==> config.mk <==
export PLATFORM = sky130hd
export DESIGN_NAME = coin_feeder
export DESIGN_NICKNAME = d
export VERILOG_FILES = /design/src/rtl/coin_feeder_pkg.sv /design/src/rtl/feeder_wait_timer.sv /design/src/rtl/coin_feeder.sv
export SDC_FILE = /design/constraint.sdc
export NUM_CORES = 1
export LEC_CHECK = 0
export BUFFER_PORTS_ARGS = -buffer_cell sky130_fd_sc_hd__clkbuf_2
export CORE_AREA = 4 4 41 43
export CTS_BUF_LIST = sky130_fd_sc_hd__clkbuf_4 sky130_fd_sc_hd__clkbuf_8 sky130_fd_sc_hd__clkbuf_16
export DETAILED_ROUTE_END_ITERATION = 10
export DIE_AREA = 0 0 45 47
export GPL_ROUTABILITY_DRIVEN = 1
export GPL_TIMING_DRIVEN = 0
export SKIP_CTS_REPAIR_TIMING = 1
export SLEW_MARGIN = 10
export SYNTH_ARGS = -nofsm -noshare
export SYNTH_HDL_FRONTEND = slang
export SYNTH_SLANG_ARGS = --single-unit
==> constraint.sdc <==
create_clock -name clk -period 3.5 [get_ports clk]
set_input_delay 0.875 -clock clk [delete_from_list [all_inputs] [get_ports clk]]
set_output_delay 0.875 -clock clk [all_outputs]
set_load 0.05 [all_outputs]
==> src/rtl/coin_feeder_pkg.sv <==
// coin_feeder_pkg: shared types and constants for the coin feeder block.
//   state_e          - controller state encoding
//   PAY_FIFTY/DOLLAR - captured pay_mode values
//   TIMEOUT_DEFAULT  - default WAIT_RES timeout in cycles
//   coin_inc         - saturating (at 2) coin counter increment
package coin_feeder_pkg;

   typedef enum logic [2:0] {
      StIdle,
      StWaitRdy,
      StCoin1,
      StGap,
      StCoin2,
      StWaitRes,
      StCancel
   } state_e;

   localparam logic PAY_FIFTY  = 1'b0;
   localparam logic PAY_DOLLAR = 1'b1;

   localparam int unsigned TIMEOUT_DEFAULT = 8;

   function automatic logic [1:0] coin_inc(input logic [1:0] cnt);
      return (cnt >= 2'd2) ? 2'd2 : cnt + 2'd1;
   endfunction

endpackage

==> src/rtl/feeder_wait_timer.sv <==
// feeder_wait_timer: 4-bit clearable cycle counter with terminal-count flag.
//   clk, rst_n - clock, synchronous active-low reset
//   clr        - zero the counter (has priority over en)
//   en         - count this cycle
//   tc         - high on the LIMIT-th enabled cycle since the last clear
module feeder_wait_timer
   import coin_feeder_pkg::*;
#(
   parameter int unsigned LIMIT = TIMEOUT_DEFAULT
) (
   input  logic clk,
   input  logic rst_n,
   input  logic clr,
   input  logic en,
   output logic tc
);

   localparam logic [3:0] LastCount = 4'(LIMIT - 1);

   logic [3:0] cnt_q;

   always_ff @(posedge clk) begin
      if (!rst_n) begin
         cnt_q <= 4'd0;
      end else if (clr) begin
         cnt_q <= 4'd0;
      end else if (en && cnt_q != 4'hF) begin
         cnt_q <= cnt_q + 4'd1;
      end
   end

   // cnt_q counts cycles already spent, so LIMIT-1 marks the LIMIT-th cycle
   assign tc = en && (cnt_q == LastCount);

endmodule

==> src/rtl/coin_feeder.sv <==
// coin_feeder: drives coin pulses to a vendor for one purchase and reports the outcome.
//   clk, rst_n                         - clock, synchronous active-low reset
//   buy, pay_mode, abort               - customer request, 0 = 2x fifty / 1 = dollar, cancel
//   insert_coin, money_return, dispense - vendor status lines
//   fifty, dollar, cancel              - registered one-cycle pulses to the vendor
//   busy                               - high whenever not idle
//   done, refunded, timeout_err        - registered one-cycle completion pulses
//   coins_in                           - coins delivered in the current transaction
// Build option: define COIN_FEEDER_TIMEOUT_EN to abandon WAIT_RES after TIMEOUT cycles;
// otherwise WAIT_RES waits indefinitely and timeout_err is tied low.
module coin_feeder
   import coin_feeder_pkg::*;
#(
   parameter int unsigned TIMEOUT = TIMEOUT_DEFAULT
) (
   input  logic       clk,
   input  logic       rst_n,
   input  logic       buy,
   input  logic       pay_mode,
   input  logic       abort,
   input  logic       insert_coin,
   input  logic       money_return,
   input  logic       dispense,
   output logic       fifty,
   output logic       dollar,
   output logic       cancel,
   output logic       busy,
   output logic       done,
   output logic       refunded,
   output logic       timeout_err,
   output logic [1:0] coins_in
);

   if (TIMEOUT < 2 || TIMEOUT > 15) begin : g_bad_timeout
      $error("coin_feeder: TIMEOUT must be in 2..15");
   end

   state_e     state_q, state_d;
   logic       mode_q, mode_d;
   logic [1:0] coins_q, coins_d;
   logic       fifty_q, fifty_d;
   logic       dollar_q, dollar_d;
   logic       cancel_q, cancel_d;
   logic       done_q, done_d;
   logic       refunded_q, refunded_d;
   logic       busy_q;
   logic       expire;

   always_comb begin
      state_d    = state_q;
      mode_d     = mode_q;
      coins_d    = coins_q;
      done_d     = 1'b0;
      refunded_d = 1'b0;

      unique case (state_q)
         StIdle: begin
            if (buy) begin
               state_d = StWaitRdy;
               mode_d  = pay_mode;
               coins_d = 2'd0;
            end
         end
         StWaitRdy: begin
            if (abort) begin
               state_d = StIdle;
            end else if (insert_coin) begin
               state_d = StCoin1;
            end
         end
         StCoin1:   state_d = (mode_q == PAY_DOLLAR) ? StWaitRes : StGap;
         StGap:     state_d = abort ? StCancel : StCoin2;
         StCoin2:   state_d = StWaitRes;
         StCancel:  state_d = StWaitRes;
         StWaitRes: begin
            if (dispense) begin
               state_d = StIdle;
               done_d  = 1'b1;
            end else if (money_return) begin
               state_d    = StIdle;
               refunded_d = 1'b1;
            end else if (expire) begin
               state_d = StIdle;
            end
         end
         default:   state_d = StIdle;
      endcase

      // Vendor pulses are decoded from the next state so they line up with the state itself
      fifty_d  = (state_d == StCoin1 && mode_q == PAY_FIFTY) || (state_d == StCoin2);
      dollar_d = (state_d == StCoin1 && mode_q == PAY_DOLLAR);
      cancel_d = (state_d == StCancel);
      if (state_d == StCoin1 || state_d == StCoin2) begin
         coins_d = coin_inc(coins_q);
      end
   end

   always_ff @(posedge clk) begin
      if (!rst_n) begin
         state_q    <= StIdle;
         mode_q     <= PAY_FIFTY;
         coins_q    <= 2'd0;
         fifty_q    <= 1'b0;
         dollar_q   <= 1'b0;
         cancel_q   <= 1'b0;
         done_q     <= 1'b0;
         refunded_q <= 1'b0;
         busy_q     <= 1'b0;
      end else begin
         state_q    <= state_d;
         mode_q     <= mode_d;
         coins_q    <= coins_d;
         fifty_q    <= fifty_d;
         dollar_q   <= dollar_d;
         cancel_q   <= cancel_d;
         done_q     <= done_d;
         refunded_q <= refunded_d;
         busy_q     <= (state_d != StIdle);
      end
   end

`ifdef COIN_FEEDER_TIMEOUT_EN
   logic timeout_q;

   feeder_wait_timer #(
      .LIMIT (TIMEOUT)
   ) u_wait_timer (
      .clk   (clk),
      .rst_n (rst_n),
      .clr   (state_q != StWaitRes),
      .en    (state_q == StWaitRes),
      .tc    (expire)
   );

   // A vendor result on the expiry cycle takes precedence over the timeout
   always_ff @(posedge clk) begin
      if (!rst_n) begin
         timeout_q <= 1'b0;
      end else begin
         timeout_q <= (state_q == StWaitRes) && !dispense && !money_return && expire;
      end
   end

   assign timeout_err = timeout_q;
`else
   assign expire      = 1'b0;
   assign timeout_err = 1'b0;
`endif

   assign fifty    = fifty_q;
   assign dollar   = dollar_q;
   assign cancel   = cancel_q;
   assign done     = done_q;
   assign refunded = refunded_q;
   assign busy     = busy_q;
   assign coins_in = coins_q;

endmodule

======== Word level (Yosys, flattened, before mapping) ========
Cells that the tools add are included.
operators by class
  bitwise operators ....................... 3
  muxes and demuxes ....................... 14
  eq/ne operators ......................... 9
  $lt $le $gt $ge ......................... 1
  reductions and logical operators ........ 13
  add/sub/neg operators ................... 1
operators by type and width
  kind                                                       number
  2-to-1 mux 3 bit                                           6
  one-hot mux 3 bit (6 select lines)                         1
  == test 3 bit (second input constant)                      5
  2-to-1 mux 2 bit                                           5
  == test 3 x 2 -> 1 bit (second input constant)             3
  AND reduction 2 bit                                        3
  nonzero test 2 bit                                         2
  == test 3 x 1 -> 1 bit (second input constant)             1
  zero test 3 bit                                            1
  NOT 1 bit                                                  3
  nonzero test 3 bit                                         1
  OR reduction 3 bit                                         1
  adder 2 x 1 -> 2 bit (second input constant)               1
  greater-or-equal comparator 2 bit (second input constant)  1
  logical AND 1 bit                                          2
  logical OR 1 bit                                           2
  2-to-1 mux 1 bit                                           2
  OR reduction 2 bit                                         1
word-level totals
  output and inout bits ................... 9
  bits in registers ....................... 12

======== Logic depth before layout (Yosys ltp) ========
  depth in word-level cells ............... 7
  gate-level depth with buffers ........... 4
  mapped depth without buffers ............ 3

======== Worst setup path after synthesis ========
Ideal clock, no wire load.
  path type ............................... in2reg
  from .................................... in abort
  to ...................................... reg coins_q[0], in the netlist coins_in[0]
  slack ................................... 1.623 ns
  data required time ...................... 3.428 ns
  setup time .............................. 0.072 ns
  path buffers ............................ 0
  arrival ................................. 1.806 ns
  stages on the path ...................... 3
  cells stage by stage .................... or3b_4 or4_1 a21oi_1
between the ends
  word-level cells in the longest chain between the ends .. 6
RTL lines
  element                                                  RTL line                              source
  from (decl)                                              coin_feeder.sv:20                     input logic abort,
  2-to-1 mux 3 bit or 2-to-1 mux 2 bit (tied branches)     coin_feeder.sv:65, coin_feeder.sv:72
  one-hot mux 3 bit (6 select lines) *                     coin_feeder.sv:56                     unique case (state_q)
  == test 3 x 2 -> 1 bit or == test 3 bit (tied branches)  coin_feeder.sv:93                     if (state_d == StCoin1 || state_d == StCoin2) begin
  logical OR 1 bit *                                       coin_feeder.sv:93
  nonzero test 2 bit (no line)                             -
  AND reduction 2 bit (no line)                            -
  to (signal assigned)                                     coin_feeder.sv:112                    coins_q <= coins_d;
  to (decl)                                                coin_feeder.sv:40                     logic [1:0] coins_q, coins_d;
Every way passes the cells marked *; elsewhere a longest branch is shown, timed or not.
A chain may end at the register's enable or synchronous reset.

======== Worst setup path in the final report ========
  from .................................... reg coins_q[0], in the netlist coins_in[0]
  to ...................................... out coins_in[0]
RTL lines
  element    RTL line           source
  to (decl)  coin_feeder.sv:31  output logic [1:0] coins_in
No word-level cell between the ends.

==> impl_metrics.tcl <==
set metrics [dict create \
    hold_class "register to register" \
    worstPathCellList "clkbuf_2" \
    gp_congestion 0.811 \
    synthXorXnorAreaFrac_pct 0 \
    dp_hpwl_um 756 \
    setup_viol 0 \
    antenna_cells 0 \
    ff2ff_setup_slack_ns 2.02 \
    synth_fp_nets 64 \
    switching_share_pct 27.2 \
    finalHoldViolCount 0 \
    vias_per_cell 5.33 \
    detail_route.wl_per_cell_um 11.4 \
    synth.cell_area_um2 509 \
    utilization_pct 48.1 \
    crit_slowest_cell "dfxtp_1" \
    yosys.area_share.adder_pct 0 \
    slowest_delay_ns 0.37 \
    p_int_mw 0.199 \
    cts_tree "done" \
    drive_above_1_share_pct 28.4 \
    cap_violations 0 \
    timing.hold.ws_ns 0.466 \
    status "finished clean" \
    power_switching_mw 0.0740 \
    num_io_pins 17 \
    synth.largest_area_cell "dfxtp_1" \
    ant_nets 0 \
    clkPwrFrac_pct 30.4 \
    yosys.area_share.simple_pct 30.7 \
    clk_latency_ns 0.27 \
    clkTransAtPathRegs_ns 0.07 \
    synth_cell_type_count 27 \
    fin_skew_ns 0.00569 \
    die_h_um 47 \
    start_kind "register" \
    synth_top_family_by_area "simple AND/OR/NAND/NOR gates" \
    cts.sinks 12 \
    grt_usage_pct 11.3 \
    worstSetupEndpointType "primary output" \
    path_class "register to primary output" \
    die_x_um 45 \
    cts_max_path_buffers 2 \
    grt_pass1_wl_um 1660 \
    port_buffers 15 \
    ys_top_cells_by_area "dfxtp_1, nor2_1, o211ai_1, a21oi_1, nand3b_1" \
    fmax_mhz 551 \
    synth_top_cell_area_share_pct 47.2 \
    area_delta_synth_final_pct 22.9 \
    synthMuxAreaShare_pct 1.97 \
    cts-root-buf "clkbuf_4" \
    antenna_found_initial 0 \
    layout_min_cycle_time_ns 1.81 \
    drc 0 \
    power_density_nw_per_um2 436 \
    cp.arrival_ns 0.94 \
    die-area_um2 2120 \
    synth-edff-count 0 \
    grt_pass1_vias 397 \
    ys_seq_elements 12 \
    first_pass_iters 4 \
    grt_max_degree 11 \
    multi_input_area_um2 239 \
    p_leak_nw 0.263 \
    drt_iter0_drc 21 \
    regArea_um2 240 \
    h-tree-depth 1 \
    finalSetupTns_ns 0 \
    start_util_pct 39.1 \
    grt_setup_unrepaired "false" \
    grt_overflow 0 \
    ir_drop_uv 205 \
    seq_area_frac_synth_pct 47.2 \
    fin_nets 84 \
    cp_num_buf_inv 1 \
    finalMaxSlewViolations 0 \
    synth_cells 56 \
    syn_avg_cell_area_um2 9.09 \
    yosys_warnings 0 \
    path_max_fanout 4 \
    async_flop_share_pct 0 \
    numCtsBuffers 3 \
    power_frac_comb_pct 16.7 \
    cp_top_family "flip-flops" \
    share_seq_of_total_power_pct 52.9 \
    finalWirelength_um 1010 \
    fill_cells 136 \
    ys.flop_type "dfxtp_1" \
    rows 13 \
    cp.required_ns 2.62 \
    num_vias 474 \
    synth_compound_area_share_pct 13.5 \
    timing.final.crit_share_pct 51.8 \
    core_area_um2 1300 \
]
cells in the final DEF, fill, tap and decap left out:
cell and n:
nor3_1 2, nand2_1 1, conb_1 1, clkinv_1 1
or4b_2 1, nand3b_1 2, o211ai_1 3, or3_1 1
clkbuf_2 15, nand3_1 1, clkbuf_1 3, or4_1 2
or3b_4 1, o31ai_1 1, and4_1 1, nor2_1 6
dfxtp_1 12, a32oi_1 1, a31oi_1 1, nor3b_1 2
o311ai_0 1, nand2b_1 2, nor4b_1 1, inv_1 2
a21oi_1 3, buf_4 1, mux2i_1 1, nor2b_1 2
clkbuf_4 3
cell families after synthesis:
group | after synthesis
multiplexers | 1
other | 1
buffers and inverters | 7
AO/OA/AOI/OAI | 10
AND/OR/NAND/NOR | 25
flip-flops | 12
power by group through the flow:
stage	Combinational [mW]	Clock, mW	Sequential, mW
floorplan	0.0256	0	0.155
global placement	0.0453	0	0.147
detailed placement	0.0456	0	0.147
CTS	0.0458	0.0862	0.144
global route	0.0504	0.0931	0.145
finish	0.0456	0.0828	0.144
synthesized netlist by cell type (2+ instances only):
master	number
nor2b_1	2
o211ai_1	3
inv_1	2
nor3_1	2
nand3b_1	2
nor3b_1	2
clkbuf_1	3
nor2_1	6
nand2b_1	2
dfxtp_1	12
or4_1	2
a21oi_1	3
layout make-up:
class / count / area share [%]
Timing Repair Buffer: 15 / 12.0
Tap cell: 15 / 3.00
Multi-Input combinational cell: 37 / 38.2
Inverter: 3 / 1.80
Clock buffer: 3 / 3.60
Buffer: 4 / 3.00
Sequential cell: 12 / 38.4
state kept, by name, indices dropped and copies added, names as in the netlist:
register / count
busy: 1
cancel: 1
coins_in: 2
dollar: 1
done: 1
fifty: 1
mode_q: 1
refunded: 1
state_q: 3
metrics by stage:
stage | setup slack, ns | cell area (um2) | cells | power (mW)
floorplan | 1.62 | 509 | 56 | 0.181
global placement | 1.45 | 603 | 86 | 0.193
detailed placement | 1.45 | 603 | 86 | 0.193
CTS | 1.69 | 626 | 89 | 0.276
global route | 1.66 | 626 | 89 | 0.289
finish | 1.69 | 626 | 89 | 0.273
per-layer routing:
| metal | global-route usage, % | wire [um] | up-vias |
|---|---|---|---|
| met5 | 0 | 0 | - |
| met4 | 10.5 | 35 | 0 |
| met3 | 2.68 | 94 | 5 |
| met2 | 15.3 | 413 | 20 |
| met1 | 14.7 | 471 | 213 |
| li1 | - | - | 236 |
path summary, 6_finish.rpt:
check,startpoint,endpoint,cells past startpoint
worst max-delay path,coins_in[0],coins_in[0],1
worst max register to register,state_q[1],busy,4
worst min-delay path,coins_in[1],coins_in[1],2
worst min register to register,coins_in[1],coins_in[1],2
(Power assumes the default switching activity.)
